File: config.mk
export PLATFORM = sky130hd
export DESIGN_NAME = switch_code_capture
export DESIGN_NICKNAME = d
export VERILOG_FILES = /design/src/rtl/switch_code_capture.sv
export SDC_FILE = /design/constraint.sdc
export NUM_CORES = 1
export LEC_CHECK = 0
export ABC_AREA = 0
export CAP_MARGIN = 20
export CORE_MARGIN = 2
export CORE_UTILIZATION = 65
export CTS_BUF_LIST = sky130_fd_sc_hd__clkbuf_2 sky130_fd_sc_hd__clkbuf_4 sky130_fd_sc_hd__clkbuf_8
export CTS_CLUSTER_SIZE = 10
export DETAILED_ROUTE_END_ITERATION = 10
export GPL_ROUTABILITY_DRIVEN = 1
export PLACE_DENSITY_LB_ADDON = 0.1
export SETUP_SLACK_MARGIN = 0.4
export SLEW_MARGIN = 25
export SYNTH_ARGS = -nofsm -noshare
export SYNTH_HDL_FRONTEND = slang
export SYNTH_SLANG_ARGS = --single-unit
File: constraint.sdc
create_clock -name clk -period 3.55 [get_ports clk]
set_input_delay 0.5325 -clock clk [delete_from_list [all_inputs] [get_ports clk]]
set_output_delay 0.5325 -clock clk [all_outputs]
set_load 0.02 [all_outputs]
File: src/rtl/switch_code_capture.sv
// Conditions four raw active-low switches into single-cycle codes for the game FSM.
// Two-flop synchroniser, debounce, and a capture FSM that emits one code per press/release.
module switch_code_capture #(
   parameter int         DEBOUNCE_CYCLES = 16,
   parameter int         CNT_W           = 10,
   parameter int         HOLD_MAX        = 1023,
   parameter logic [3:0] IDLE_CODE       = 4'b1111
) (
   input  logic       clk,
   input  logic       enable,
   input  logic [3:0] sw_raw,
   output logic [3:0] change,
   output logic       press_pending,
   output logic       stuck
);

   typedef enum logic [1:0] {
      IDLE,
      PRESSED,
      EMIT,
      STUCK
   } state_t;

   localparam logic [CNT_W-1:0] DB_MAX    = CNT_W'(DEBOUNCE_CYCLES);
   localparam logic [CNT_W-1:0] DB_LOAD   = CNT_W'(DEBOUNCE_CYCLES - 2);
   localparam logic [CNT_W-1:0] HOLD_LAST = CNT_W'(HOLD_MAX - 1);

   logic [3:0]       sync_meta;
   logic [3:0]       sw_sync;
   logic [3:0]       sw_prev;
   logic [3:0]       sw_stable;
   logic [CNT_W-1:0] db_cnt;
   logic             sample_changed;

   state_t           state, state_next;
   logic [3:0]       code, code_next;
   logic [CNT_W-1:0] hold_cnt, hold_next;
   logic [3:0]       change_next;

   assign sample_changed = (sw_sync != sw_prev);

   // sw_stable updates on the edge where the run of matching samples reaches DEBOUNCE_CYCLES-1
   always_ff @(posedge clk) begin
      if (!enable) begin
         sync_meta <= IDLE_CODE;
         sw_sync   <= IDLE_CODE;
         sw_prev   <= IDLE_CODE;
         sw_stable <= IDLE_CODE;
         db_cnt    <= '0;
      end else begin
         sync_meta <= sw_raw;
         sw_sync   <= sync_meta;
         sw_prev   <= sw_sync;
         if (sample_changed) begin
            db_cnt <= '0;
         end else if (db_cnt != DB_MAX) begin
            db_cnt <= db_cnt + CNT_W'(1);
         end
         if (!sample_changed && (db_cnt == DB_LOAD)) begin
            sw_stable <= sw_sync;
         end
      end
   end

   always_ff @(posedge clk) begin
      if (!enable) begin
         state    <= IDLE;
         code     <= IDLE_CODE;
         hold_cnt <= '0;
         change   <= IDLE_CODE;
      end else begin
         state    <= state_next;
         code     <= code_next;
         hold_cnt <= hold_next;
         change   <= change_next;
      end
   end

   // Release wins over the stuck check; a changed pattern replaces the captured code
   always_comb begin
      state_next = state;
      code_next  = code;
      hold_next  = hold_cnt;
      case (state)
         IDLE: begin
            if (sw_stable != IDLE_CODE) begin
               code_next  = sw_stable;
               hold_next  = '0;
               state_next = PRESSED;
            end
         end
         PRESSED: begin
            if (sw_stable == IDLE_CODE) begin
               state_next = EMIT;
            end else if (sw_stable != code) begin
               code_next = sw_stable;
            end else if (hold_cnt == HOLD_LAST) begin
               state_next = STUCK;
            end else begin
               hold_next = hold_cnt + CNT_W'(1);
            end
         end
         EMIT: begin
            state_next = IDLE;
         end
         STUCK: begin
            if (sw_stable == IDLE_CODE) begin
               state_next = IDLE;
            end
         end
         default: begin
            state_next = IDLE;
         end
      endcase
      change_next = (state_next == EMIT) ? code : IDLE_CODE;
   end

   assign press_pending = (state == PRESSED);
   assign stuck         = (state == STUCK);

endmodule
After elaboration in Yosys (flattened, before gate mapping). Cells that the tools add are included.

Output and inout bits: 6. Register bits after elaboration: 46. Bits of input ports: 6.

Reduce and logical (&&, ||, !) cells: 8. Bitwise logic cells: 1. Add/subtract/negate cells: 2. Equality and inequality tests: 16. Muxes and demuxes: 15.

Operators with widths (number): $mux W10 (4); $add A10 B1 Y10 const B (2); $pmux W10 S2 (1); $mux W4 (3); $eq A10 B10 Y1 const B (1); $eq A10 B4 Y1 const B (1); $mux W2 (5); $ne A10 B5 Y1 const B (1); $ne A2 B2 Y1 const B (4); $ne A4 B4 Y1 (2); $pmux W2 S4 (1); $pmux W4 S2 (1); $eq A2 B2 Y1 const B (3); $reduce_and A5 Y1 (1); $eq A4 B4 Y1 const B (1); $ne A4 B4 Y1 const B (1); $reduce_and A4 Y1 (1); $eq A2 B1 Y1 const B (1); $logic_not A2 Y1 (1); $ne A2 B1 Y1 const B (1); $reduce_and A2 Y1 (1); $reduce_bool A2 Y1 (1); $reduce_or A2 Y1 (1); $logic_and A1 B1 Y1 (1); 2 further kinds (2).

Depth between registers and ports, before layout.
Depth in word-level cells: 7. Depth in mapped cells: 7.

Worst setup path after synthesis. Ideal clock, no wire load.

Path kind: register -> register. Start point: register hold_cnt[0]. End point: register hold_cnt[7]. Slack: 1701 ps. Clock period less this slack: 1849 ps. Arrival: 1778 ps. Stages on the path, launching flop included: 8. Cells stage by stage: dfxtp_1 -> inv_1 -> ha_1 -> and4_2 -> a41oi_4 -> nand4_2 -> or4_1 -> a21oi_1.

Word-level cells in the longest chain between the ends: 5. Elaborated cells between the ends (all ways): 8. Classes of those cells: add/sub: 1; eq/ne: 2; mux: 4; reduce/logical: 1.

RTL lines: start, declared (RTL line 37) `logic [CNT_W-1:0] hold_cnt, hold_next;`; start signal, assigned (RTL line 74) `hold_cnt <= hold_next;`; $add A10 B1 Y10 (RTL line 100) `hold_next = hold_cnt + CNT_W'(1);`; $mux W10 (RTL line 97) `end else if (hold_cnt == HOLD_LAST) begin`; $mux W10 (RTL line 95) `end else if (sw_stable != code) begin`; $mux W10 (RTL line 93) `if (sw_stable == IDLE_CODE) begin`; $pmux W10 S2 (RTL line 84) `case (state)`.

Several ways; a longest one is shown, not always the timed one. The select of a mux whose other input is x is not followed. A chain may end at the register's enable or synchronous reset.

Worst setup path after layout.
Start point: register state[0]. End point: output port press_pending.

Word-level cells in the longest chain between the ends: 1.

RTL lines: start, declared (RTL line 35) `state_t state, state_next;`; start signal, assigned (RTL line 72) `state <= state_next;`; $eq A2 B1 Y1 (RTL line 118) `assign press_pending = (state == PRESSED);`; end, declared (RTL line 13) `output logic press_pending,`.

No other way between the ends.

==> results.yml <==
outcome:
  status: "finished clean"
sta:
  worst_clock_skew_ns: 0.00656
  hold_viol_final: 0
  worstMarginPinSlew_ns: 0.613
  drv_slew: 0
  max_slew_margin_pct: 58.8
  rsz0062_at_grt: "false"
  tns_ns: 0
  period_needed_ns: 2.31
  holdWs_ns: 0.423
  fin_crit_sh_pct: 65.1
  max_freq_mhz: 433
  setup_viol: 0
synth:
  yosysWarnings: 0
  yosysTopAreaCell: "dfxtp_1"
  syn_nets: 216
  synth_ff_type: "dfxtp_1"
  synth_edf_count: 0
  synth_top_area_share_pct: 48.1
  netlist_top_cells_count: "46 x dfxtp_1, 25 x nor2_1, 20 x nand2_1, 17 x nand2b_1, 13 x xor2_1"
  synth_area_leaders: "dfxtp_1 48%, xor2_1 5.9%, nand2b_1 5.6%"
  syn_area_sq_um: 1920
  synth_seq_area_share_pct: 48.1
  syn_avg_cell_area_sq_um: 9.34
  async_flop_share_pct: 0
  synth_cell_types: 32
  synth_seq_cells: 46
  syn_inst: 205
  synth.most_common_cell: "dfxtp_1"
cts:
  clock-root-buffer: "clkbuf_4"
  clkLatencyLatePin_ns: 0.36
  cts_hold_buffers: 0
  path_clk_slew_ns: 0.12
  cts.sinks: 46
  cts_tree: "yes"
  cts_max_path_buffers: 2
  cts_setup_buffers: 0
  cts_resized: 0
  cts-htree-levels: 2
  numCtsBuffers: 5
finish:
  area_growth_pct: 11.8
  diodes: 0
  fin_util_pct: 77.0
  fillers: 196
  multi_input_area_sq_um: 961
  nets: 232
  regArea_sq_um: 921
  fin_area_sq_um: 2140
  drive_gt1_share_pct: 6.79
critical_path:
  worst_path_largest_cell_delay_ns: 0.64
  crit_buf_inv: 2
  crit_fanout: 5
  start_kind: "flip-flop"
  crit_required_ns: 3.02
  crit_chain: "inv_1 -> nor2_1 -> clkdlybuf4s50_1"
  r2r_start: "hold_cnt[0]"
  slowest_stage: "clkdlybuf4s50_1"
  crit_start: "state[0]"
  end_kind: "primary output"
  arrival_ns: 1.78
  path_class: "flip-flop to primary output"
  critPathTopFamily: "buffers and inverters"
hold_path:
  hold_class: "flip-flop to flip-flop"
  min_from: "sync_meta[1]"
detailed_routing:
  dr.pass1.iters: 4
  avgRoutedWirePerCell_microns: 14.6
  wl_mm: 3.68
  ant_nets: 0
  drt_iter0_drc: 78
  via_per_inst: 5.87
  route.detailed.drc: 0
  vias: 1480
placement:
  numPortBuffers: 11
  place_hpwl_mm: 2.52
  place.gp.congestion: 0.826
  placed_cell_area_sq_um: 2060
global_route:
  grt_pass1_wl_mm: 6.27
  first_global_vias: 1438
  overflow: 0
  antenna_found_initial: 0
  grt_start_max_net_pins: 24
  grtUsageTotal_pct: 24.7
die:
  core_area_sq_um: 2780
  initial_core_util_pct: 68.9
  die_x_microns: 58.3
  rows: 19
  die_y_microns: 58.3
  fp.dieArea_sq_um: 3400
  ios: 12
power_and_ir_drop:
  p_total_mw: 0.884
  p_leak_nw: 0.794
  power_density_nw_per_um2: 413
  peakVddDrop_v: 0.000454
flow_run:
  cap_violations: 0
==> final timing paths <==
check	end	slack, ns	cells after the start
worst max-delay path	press_pending	1.24	3
worst min-delay path	sw_sync[1]	0.42	1
worst min register to register	sw_sync[1]	0.42	1
worst max register to register	hold_cnt[9]	1.44	7
==> sequential cells by signal, summed over array words and instances (netlist names) <==
| signal | flops |
|---|---|
| sync_meta | 4 |
| sw_stable | 4 |
| state | 2 |
| sw_prev | 4 |
| sw_sync | 4 |
| hold_cnt | 10 |
| db_cnt | 10 |
| change | 4 |
| code | 4 |
==> cell families after synthesis <==
family | share of synthesized area [%]
AO/OA/AOI/OAI | 7.90
AND/OR/NAND/NOR | 27.2
buffers and inverters | 1.76
adder cells (fa/ha/maj) | 3.27
multiplexers | 2.61
flip-flops | 48.1
XOR/XNOR | 9.14
==> cell type report <==
type / instances / share of cell area [%]
Clock inverter: 1 / 1.40
Tap cell: 31 / 1.81
Inverter: 6 / 1.05
Multi-Input combinational cell: 150 / 44.9
Timing Repair Buffer: 12 / 5.49
Clock buffer: 6 / 2.39
Sequential cell: 46 / 43.0
==> per-layer routing <==
metal  GRT usage (%)  up-vias  part of all wire (%)
met4            15.6        0                   5.0
met3            6.03       20                   4.0
li1                -      735                     -
met5               0        -                     0
met1            27.9      686                    42
met2            41.4       39                    49
==> through the flow <==
stage,setup WS [ns],std cells
2_1_floorplan,1.70,205
3_3_place_gp,1.50,245
3_5_place_dp,1.39,245
4_1_cts,1.23,252
5_1_grt,1.15,252
6_report,1.24,252
==> report_power, final <==
part	switching, mW	internal, mW
Clock	0.160	0.164
Combinational	0.0178	0.0148
Sequential	0.00430	0.524
==> cells in the final DEF (no fill, tap or decap), types with 6 or more instances in the layout <==
cell type / n
xor2_1: 13
nand2_1: 20
clkdlybuf4s50_1: 11
nand2b_1: 17
xnor2_1: 7
nand4_1: 8
inv_1: 6
nor2_1: 25
a21oi_1: 7
dfxtp_1: 46
o21ai_0: 7
Power figures use the tool's default switching activity.
